[src/rtl/cache_miss_ctrl.sv]
// L1 D-cache miss sequencer: lookup, victim write-back, refill, tag update.
// Define CACHE_MISS_CTRL_CWF_EN for critical-word-first refill order.
module cache_miss_ctrl #(
  parameter int PA_WIDTH  = 32,
  parameter int IDX_WIDTH = 7,
  parameter int TAG_WIDTH = 19,
  parameter int WAY_WIDTH = 2,
  parameter int BEATS     = 16
) (
  input  logic                 clk,
  input  logic                 rst,
  input  logic                 req_valid,
  output logic                 req_ready,
  input  logic [PA_WIDTH-1:0]  req_addr,
  input  logic                 req_we,
  output logic                 resp_valid,
  input  logic                 lk_hit,
  input  logic [WAY_WIDTH-1:0] lk_hit_way,
  input  logic [WAY_WIDTH-1:0] vic_way,
  input  logic                 vic_valid,
  input  logic                 vic_dirty,
  input  logic [TAG_WIDTH-1:0] vic_tag,
  output logic                 lk_en,
  output logic                 tag_we,
  output logic [WAY_WIDTH-1:0] tag_way,
  output logic                 tag_valid,
  output logic                 lru_touch,
  output logic [WAY_WIDTH-1:0] arr_way,
  output logic [3:0]           arr_beat,
  output logic                 arr_we,
  output logic                 cpu_acc,
  output logic                 mem_req,
  output logic                 mem_we,
  output logic [PA_WIDTH-1:0]  mem_addr,
  input  logic                 mem_ack
);

  localparam int OFF = PA_WIDTH - TAG_WIDTH - IDX_WIDTH;
  localparam logic [3:0] LAST = 4'(BEATS - 1);

  typedef enum logic [2:0] {
    S_IDLE,
    S_LOOKUP,
    S_WB,
    S_REFILL,
    S_UPDATE,
    S_RESP
  } state_e;

  state_e                 state_q, state_d;
  logic [PA_WIDTH-1:0]    addr_q, addr_d;
  logic [3:0]             beat_q, beat_d;
  logic [WAY_WIDTH-1:0]   vway_q, vway_d;
  logic [TAG_WIDTH-1:0]   vtag_q, vtag_d;

  logic [TAG_WIDTH-1:0]   req_tag;
  logic [IDX_WIDTH-1:0]   req_idx;
  logic [3:0]             rf_start;
  logic [3:0]             rf_last;
  logic [PA_WIDTH-1:0]    wb_addr;
  logic [PA_WIDTH-1:0]    rf_addr;

  // Word select and store flag are consumed by the data array directly.
  logic unused_ok;
  assign unused_ok = ^{addr_q[1:0], req_we};

  assign req_tag = addr_q[PA_WIDTH-1 -: TAG_WIDTH];
  assign req_idx = addr_q[OFF +: IDX_WIDTH];

`ifdef CACHE_MISS_CTRL_CWF_EN
  assign rf_start = addr_q[5:2];
`else
  assign rf_start = 4'd0;
`endif

  // Sixteen beats from the start wrap back to one before it.
  assign rf_last = rf_start + LAST;

  assign wb_addr = {vtag_q, req_idx, beat_q, 2'b00};
  assign rf_addr = {req_tag, req_idx, beat_q, 2'b00};

  // State and transaction registers.
  always_ff @(posedge clk) begin
    if (rst) begin
      state_q <= S_IDLE;
      addr_q  <= '0;
      beat_q  <= '0;
      vway_q  <= '0;
      vtag_q  <= '0;
    end else begin
      state_q <= state_d;
      addr_q  <= addr_d;
      beat_q  <= beat_d;
      vway_q  <= vway_d;
      vtag_q  <= vtag_d;
    end
  end

  // Next state and array/memory strobes; reset forces idle outputs.
  always_comb begin
    state_d    = state_q;
    addr_d     = addr_q;
    beat_d     = beat_q;
    vway_d     = vway_q;
    vtag_d     = vtag_q;
    req_ready  = 1'b0;
    resp_valid = 1'b0;
    lk_en      = 1'b0;
    tag_we     = 1'b0;
    tag_way    = '0;
    tag_valid  = 1'b0;
    lru_touch  = 1'b0;
    arr_way    = '0;
    arr_beat   = '0;
    arr_we     = 1'b0;
    cpu_acc    = 1'b0;
    mem_req    = 1'b0;
    mem_we     = 1'b0;
    mem_addr   = '0;

    unique case (state_q)
      S_IDLE: begin
        req_ready = 1'b1;
        if (req_valid) begin
          addr_d  = req_addr;
          lk_en   = 1'b1;
          state_d = S_LOOKUP;
        end
      end

      S_LOOKUP: begin
        if (lk_hit) begin
          lru_touch = 1'b1;
          cpu_acc   = 1'b1;
          arr_way   = lk_hit_way;
          arr_beat  = addr_q[5:2];
          state_d   = S_RESP;
        end else begin
          vway_d = vic_way;
          vtag_d = vic_tag;
          if (vic_valid && vic_dirty) begin
            beat_d  = '0;
            state_d = S_WB;
          end else begin
            tag_we  = 1'b1;
            tag_way = vic_way;
            beat_d  = rf_start;
            state_d = S_REFILL;
          end
        end
      end

      S_WB: begin
        mem_req  = 1'b1;
        mem_we   = 1'b1;
        mem_addr = wb_addr;
        arr_way  = vway_q;
        arr_beat = beat_q;
        if (mem_ack) begin
          beat_d = beat_q + 4'd1;
          if (beat_q == LAST) begin
            tag_we  = 1'b1;
            tag_way = vway_q;
            beat_d  = rf_start;
            state_d = S_REFILL;
          end
        end
      end

      S_REFILL: begin
        mem_req  = 1'b1;
        mem_addr = rf_addr;
        arr_way  = vway_q;
        arr_beat = beat_q;
        if (mem_ack) begin
          arr_we = 1'b1;
          beat_d = beat_q + 4'd1;
          if (beat_q == rf_last) begin
            state_d = S_UPDATE;
          end
        end
      end

      S_UPDATE: begin
        tag_we    = 1'b1;
        tag_valid = 1'b1;
        tag_way   = vway_q;
        lk_en     = 1'b1;
        state_d   = S_LOOKUP;
      end

      S_RESP: begin
        resp_valid = 1'b1;
        state_d    = S_IDLE;
      end

      default: begin
        state_d = S_IDLE;
      end
    endcase

    if (rst) begin
      req_ready  = 1'b1;
      resp_valid = 1'b0;
      lk_en      = 1'b0;
      tag_we     = 1'b0;
      tag_way    = '0;
      tag_valid  = 1'b0;
      lru_touch  = 1'b0;
      arr_way    = '0;
      arr_beat   = '0;
      arr_we     = 1'b0;
      cpu_acc    = 1'b0;
      mem_req    = 1'b0;
      mem_we     = 1'b0;
      mem_addr   = '0;
    end
  end

endmodule

[config.mk]
export PLATFORM = sky130hd
export DESIGN_NAME = cache_miss_ctrl
export DESIGN_NICKNAME = d
export VERILOG_FILES = /design/src/rtl/cache_miss_ctrl.sv
export SDC_FILE = /design/constraint.sdc
export NUM_CORES = 1
export LEC_CHECK = 0
export ABC_AREA = 1
export CORE_ASPECT_RATIO = 0.75
export CORE_UTILIZATION = 47
export DETAILED_ROUTE_END_ITERATION = 8
export GPL_TIMING_DRIVEN = 0
export PLACE_DENSITY_LB_ADDON = 0.3
export SLEW_MARGIN = 20
export SYNTH_ARGS = -nofsm -noshare
export SYNTH_HDL_FRONTEND = slang
export SYNTH_SLANG_ARGS = --single-unit
[constraint.sdc]
create_clock -name clk -period 3 [get_ports clk]
set_input_delay 0.6 -clock clk [delete_from_list [all_inputs] [get_ports clk]]
set_output_delay 0.6 -clock clk [all_outputs]
set_load 0.03 [all_outputs]
==> impl_results.md, run 1 <==
- Status: complete, no violations
- Crit path time final: 2.90 ns
- Slew headroom: 59.0%
- DRT iter0 DRCs: 176
- Post-synthesis compound-gate area fraction: a little under a quarter
- Max-Cap Viols: 0
- Row cnt: 24
- Flops & latches, synth: 58
- Cell depth of the worst setup path: 5
- Skew final: 0.00594 ns
- Worst Path Required: ~2.4 ns
- Critical-path top delay cell: clkdlybuf4s50_1
- First-pass GRT wire length: between 10 and 15 mm
- Reg2reg end: beat_q[1]
- Worst hold path cell count: 2
- DIE WIDTH: roughly 90 µm
- Synth Area in Adders: less than 1%
- Final layout net count: slightly below 600
- Max clock buf depth: 2
- Final hold vios: 0
- Count of final max-slew check failures: 0
- Clk pwr share: 30.2%
- Max incr delay on CP: 0.65 ns
- Initial Util: around 50%
- Tightest Pin Transition: slightly above 0.6 ns
- Delay-heaviest family, CP: buffers and inverters
- Die extent in y: between 60 and 70 µm
- Sequential fraction of the synthesis area: 40.5%
- Setup WS post-layout: ~0.098 ns
- Buf/Inv on CP: 3
- Warnings, synthesis: 0
- Register-to-Register Path Depth: 6
- Cell Area, Synth: 2870 µm²
- Top cell by count, worst path: clkdlybuf4s50_1
- Avg Cell Area, Syn: ~7 µm²
- Count of cell types in the netlist: 33
- Sink Count: between 50 and 60
- Routed WL: 8.20 mm
- Die area: about 6400 µm²
- Layout area overhead: 50.3%
- Vias in the first global route: about 3000
- IO Pins: about 110
- ANT nets after route: 0
- CTS Hold Buffers Added: 0
- PD cells: approximately 640 nW/µm²
- Setup-failing EPs final: 0
- CP arrival: roughly 2.3 ns
- HP Class: reg2reg
- FMAX: ~340 MHz
- Mux share of post-synthesis cell area: 0%
- RSZ-0062 raised after global routing: false
- Switching share of total power: a little over a third
- # diodes: 0
- Post-route DRC violation count: 0
- Tot GR Track Use: ~27%
- Final hold slack: about 0.45 ns
- Post-CTS Setup Inserts: 0
- Initial antenna violation count: 0
- Share of cells above drive strength 1: around a tenth
- Clk Latency, worst-skew pair: between 0.3 and 0.4 ns
- Max VDD drop: ~0.00044 V
- Worst setup SP type: input pin
- CTS tree: done
- Pre-CTS setup slack: -0.0199 ns
- Largest net degree at the start of global routing: 11
- Worst Hold Path EP: addr_q[25]
- Core box area: between 5000 and 6000 µm²
- CP max FO: 6
- Largest family of logic cells by synthesized area: simple AND/OR/NAND/NOR gates
- Worst Setup End Kind: output pin
- Root Driver: clkbuf_8
- Clock buffer count from CTS: 9
- P_leak: approximately 2.1 nW
- CP Class: in2out
- Reg2reg start: beat_q[0]
- H-Tree Depth: 3
- XOR/XNOR share of the synthesized area: 0%
- Clk slew on worst S/H paths: approximately 0.07 ns
- Via/cell ratio: between 5 and 6
- Vias: 3132
- Crit share post-route: between 90% and 100%
- Final GP Congestion: roughly 0.86
- Hpwl dp: 6.01 mm
- Grt total ovfl: 0
- Most frequent cells in the layout: clkdlybuf4s50_1 (77), nor2_1 (70), dfxtp_1 (56)
- Crit-path cells: clkdlybuf4s50_1 -> nand3_2 -> nor2_1 -> buf_4 -> clkdlybuf4s50_1
- Drt pass-1 iters: 5
- Synth Instances: ~410
- Logic pwr share: between 30% and 40%
- Switching power: around 0.96 mW
- Port Buf Inserts: about 110
- Internal Power: 1.78 mW
- Power share of the sequential group: 37.6%
- R2R Setup Slk: 1.51 ns
- HP Start: addr_q[25]
- Simple-gate share of the synthesized area: about 23%
- Most common cell after layout, fill and taps aside: clkdlybuf4s50_1
- DR WL/cell: 13.5 µm
## area by class of cell
type,count,area (µm²)
plain buffers,29,174
clock buffers,12,155
clock inverters,4,73.8
fillers,477,1540
inverters,54,208
multi-input cells,265,1330
flip-flops and latches,58,1160
well taps,78,97.6
repair buffers,106,1110
## per-stage QoR
| step | power (mW) | instance area [µm²] | instances | setup TNS [ns] | utilization (%) |
|---|---|---|---|---|---|
| global route | 2.90 | 4310 | 606 | 0 | 73.6 |
| finish | 2.74 | 4310 | 606 | 0 | 73.6 |
| CTS | 2.74 | 4250 | 606 | 0 | 72.6 |
| floorplan | 1.62 | 2870 | 406 | 0 | - |
| global placement | 1.88 | 4030 | 590 | 0 | 68.8 |
| detailed placement | 1.92 | 4030 | 590 | -0.0204 | 68.8 |
## synth_stat cells, drive strengths merged
| library cell | count | share of area [%] |
|---|---|---|
| clkbuf | 12 | 1.7 |
| dfxtp | 58 | 40 |
| o21ai | 53 | 9.2 |
| nor2 | 76 | 11 |
| nand2 | 50 | 6.7 |
| conb | 1 | 0.13 |
| nand3 | 9 | 2.1 |
| a21oi | 35 | 6.2 |
| nor3 | 2 | 0.74 |
| buf | 17 | 4.4 |
| a21boi | 1 | 0.26 |
| nand4 | 8 | 1.7 |
| nor4 | 1 | 0.22 |
| ha | 1 | 0.44 |
| inv | 54 | 7.2 |
| a22oi | 6 | 1.6 |
| o31ai | 19 | 5.0 |
| a211oi | 1 | 0.26 |
| nand3b | 1 | 0.26 |
## metal layers
layer | track usage [%] | part of all wire, %
met1 | 34.9 | 46
met2 | 43.1 | 45
met3 | 8.55 | 7.5
met4 | 8.16 | 1.9
met5 | 0 | 0
## power groups by stage
stage / clock (mW) / sequential, mW / combinational [mW]
finish: 0.827 / 1.03 / 0.883
global route: 0.872 / 1.05 / 0.984
CTS: 0.835 / 1.02 / 0.881
detailed placement: 0 / 1.04 / 0.880
global placement: 0 / 1.03 / 0.853
floorplan: 0 / 1.01 / 0.606
## flip-flops by register name, summed over array words and instances (netlist names)
register / cells
addr_q: 30
beat_q: 4
state_q: 3
vtag_q: 19
vway_q: 2
## tightest hold or removal path: cells and delay by family (launching register included)
kind / cells / cell delay (ns)
flip-flops: 1 / 0.30
buffers and inverters: 1 / 0.06
AO/OA/AOI/OAI: 1 / 0.05
## repair_timing
item / 4_1_cts / 5_1_grt
endpoints found under the hold margin: 0 / 0
endpoints found under the setup margin: 6 / 27
gates resized for setup: 6 / 25
## cells by family after synthesis
group,after synthesis
compound gates,115
simple gates,147
fa+ha+maj,1
other cells,1
flops,58
buf+inv,83
## worst max path at each step
stage / start / endpoint / slack (ns)
floorplan: rst / mem_addr[13] / 0.64
global placement: req_valid / lk_en / 0.02
detailed placement: lk_hit / arr_beat[1] / -0.02
CTS: state_q[1] / mem_addr[18] / 0.0004
global route: state_q[2] / arr_we / 0.03
finish: lk_hit / lru_touch / 0.1
No activity file was read; power rests on OpenSTA's default activity.
==> inputs of run 2 (changes only) <==
--- a/config.mk
+++ b/config.mk
@@ -7,7 +7,7 @@
 export LEC_CHECK = 0
 export ABC_AREA = 1
 export CORE_ASPECT_RATIO = 0.75
-export CORE_UTILIZATION = 47
+export CORE_UTILIZATION = 44
 export DETAILED_ROUTE_END_ITERATION = 8
 export GPL_TIMING_DRIVEN = 0
 export PLACE_DENSITY_LB_ADDON = 0.3
==> constraint.sdc (replaced) <==
create_clock -name clk -period 3.1 [get_ports clk]
set_input_delay 0.62 -clock clk [delete_from_list [all_inputs] [get_ports clk]]
set_output_delay 0.62 -clock clk [all_outputs]
set_load 0.03 [all_outputs]
==> run 2 against run 1 <==
  * Clock power is 6.9% higher
  * Utilization down 4.6 points
  * Clock skew hardly changed
  * Worst setup slack worse by 0.044 ns
  * Critical path depth is 1 higher
  * Routed wire length grew 1.9%
  * Design area up 0.64%
  * Register-to-register slack improved by 0.12 ns
  * Largest cell class unchanged
  * Hold slack got worse by 0.0032 ns
  * Critical endpoint is now arr_way[0]
  * Critical path type unchanged
  * Via count is 0.73% higher
  * First-iteration DRC count increased by 34%
  * Combinational power is 2.7% lower
==> impl_results.md, run 2 (same netlist as run 1, synthesis figures left out) <==
- Largest net degree at the start of global routing: 11 (unchanged)
- Most frequent cells in the layout: clkdlybuf4s50_1 (86), nor2_1 (69), dfxtp_1 (58)
- Count of final max-slew check failures: 0 (unchanged)
- Drt pass-1 iters: 5 (unchanged)
- Vias: 3155 (+0.73%)
- P_leak: 2.05 nW (-3.6%)
- Sink Count: 58 (unchanged)
- Crit share post-route: a little over nine tenths
- Max FFs per register: 30 (unchanged)
- Routed WL: 8.35 mm (+1.9%)
- Fill cell total of the finished layout: 530 (+11%)
- Max VDD drop: 0.000327 V (-25%)
- Crit path time final: about 3 ns
- Port Buf Inserts: 106 (unchanged)
- Grt total ovfl: 0 (unchanged)
- CP Class: in2out
- Row cnt: 25 (+4.2%)
- RSZ-0062 raised after global routing: false
- CP max FO: 6 (unchanged)
- R2R Setup Slk: 1.63 ns (+0.12 ns)
- DRT iter0 DRCs: 235 (+34%)
- Worst setup SP type: input pin
- H-Tree Depth: 3 (unchanged)
- Slew headroom: 57.6% (-1.4 points)
- Resize count post-CTS: 0 (-6)
- Initial antenna violation count: 0 (unchanged)
- Internal Power: 1.81 mW (+1.4%)
- DR WL/cell: 13.7 µm (+1.4%)
- Logic pwr share: 31.4% (-0.8 points)
- Pre-CTS setup slack: 0.0862 ns (+0.106 ns)
- Power share of the sequential group: 36.3% (-1.3 points)
- Final GP Congestion: 0.845 (-1.6%)
- Clk pwr share: 32.3% (+2.1 points)
- Final hold vios: 0 (unchanged)
- Clock buffer count from CTS: 9 (unchanged)
- Clk Latency, worst-skew pair: 0.34 ns (about the same)
- FF/Latch Area: 1160 µm² (-0.22%)
- Die extent in y: 71.9 µm (+3.3%)
- Switching power: 0.928 mW (-3.0%)
- Worst Setup End Kind: output pin
- Root Driver: clkbuf_8
- Skew final: 0.00600 ns (+0.0000540 ns)
- Biggest regs: addr_q x30, vtag_q x19, beat_q x4
- Initial Util: 45.6% (-3.4 points)
- Share of cells above drive strength 1: 10.2% (-0.19 points)
- Most common cell after layout, fill and taps aside: clkdlybuf4s50_1
- Footprint of the multi-input gates: 1330 µm² (+0.19%)
- Clk slew on worst S/H paths: 0.06 ns (about the same)
- Status: complete, no violations
- IO Pins: 113 (unchanged)
- Final layout net count: 587 (unchanged)
- PD cells: 631 nW/µm² (-0.73%)
- Switching share of total power: 33.9% (-1.0 points)
- DIE WIDTH: 95.2 µm (+3.3%)
- Placed insts: 593 (+0.51%)
- Layout area overhead: 51.3%
- Vias in the first global route: 2819 (-6.8%)
- FMAX: between 300 and 400 MHz
- Overall power: 2.74 mW (about the same)
- Tot GR Track Use: 25.5% (-1.5 points)
- # diodes: 0 (unchanged)
- Design area: 4340 µm² (+0.64%)
- First-pass GRT wire length: 13.2 mm (-2.8%)
- Die area: 6850 µm² (+6.6%)
- Post-route DRC violation count: 0 (unchanged)
- CTS Hold Buffers Added: 0 (unchanged)
- Final Non-Filler Cells: 609 (+0.50%)
- Post-CTS Setup Inserts: 0 (unchanged)
- Placed inst area: 4030 µm² (about the same)
- Hpwl dp: 6.11 mm (+1.6%)
- HP Class: reg2reg
- ANT nets after route: 0 (unchanged)
- Setup WS post-layout: 0.0540 ns (-0.0444 ns)
- Core box area: 6290 µm² (+7.4%)
- Worst Path Required: 2.48 ns (+0.08 ns)
- Sum Neg Setup Slack: 0 ns (unchanged)
- Tightest Pin Transition: 0.636 ns (+0.0211 ns)
- Max clock buf depth: 2 (unchanged)
- Max-Cap Viols: 0 (unchanged)
- Largest Register: addr_q
- Via/cell ratio: 5.18 (+0.24%)
- CTS tree: done
- CP arrival: 2.43 ns (+0.13 ns)
- Setup-failing EPs final: 0 (unchanged)
## run 2: worst max-delay path: stages
cell and delay (ns):
clkdlybuf4s50_1 0.56, nand3_2 0.18, inv_1 0.20, a22oi_1 0.09, nor2_1 0.10, clkdlybuf4s50_1 0.68
## run 2: path summary, 6_finish.rpt
path / to / cells past startpoint / start
min reg2reg: addr_q[4] / 2 / addr_q[4]
max: arr_way[0] / 6 / lk_hit
min: addr_q[4] / 2 / addr_q[4]
max reg2reg: vtag_q[12] / 8 / state_q[2]
## run 2: power by group through the flow
| stage | Combinational, mW | Clock [mW] | Sequential, mW |
|---|---|---|---|
| 2_1_floorplan | 0.587 | 0 | 0.980 |
| 5_1_grt | 0.951 | 0.927 | 1.01 |
| 3_5_place_dp | 0.851 | 0 | 1.01 |
| 6_report | 0.859 | 0.884 | 0.994 |
| 3_3_place_gp | 0.825 | 0 | 0.995 |
| 4_1_cts | 0.857 | 0.887 | 0.992 |
## run 2: area by class of cell
class / instances / share of cell area [%]
multi-input cells: 265 / 30.7
inverters: 54 / 4.79
repair buffers: 106 / 25.6
flip-flops and latches: 58 / 26.8
plain buffers: 29 / 4.01
clock inverters: 4 / 2.25
clock buffers: 12 / 3.58
well taps: 81 / 2.34
## run 2: routing by layer
layer  vias to the layer above  routed length, µm  global-route usage [%]  share of wire [%]
li1                       1554                  -                       -                  -
met1                      1423               3670                    34.1                 44
met4                         0                143                    8.75                1.7
met3                        17                756                    5.87                9.1
met5                         -                  0                       0                  0
met2                       161               3780                    40.5                 45
## run 2: stage by stage
stage	hold WS, ns	util, %
after floorplan	0.423	-
after global placement	0.438	64.2
after detailed placement	0.444	64.2
after CTS	0.454	68.2
after global routing	0.479	69.0
final	0.450	69.0
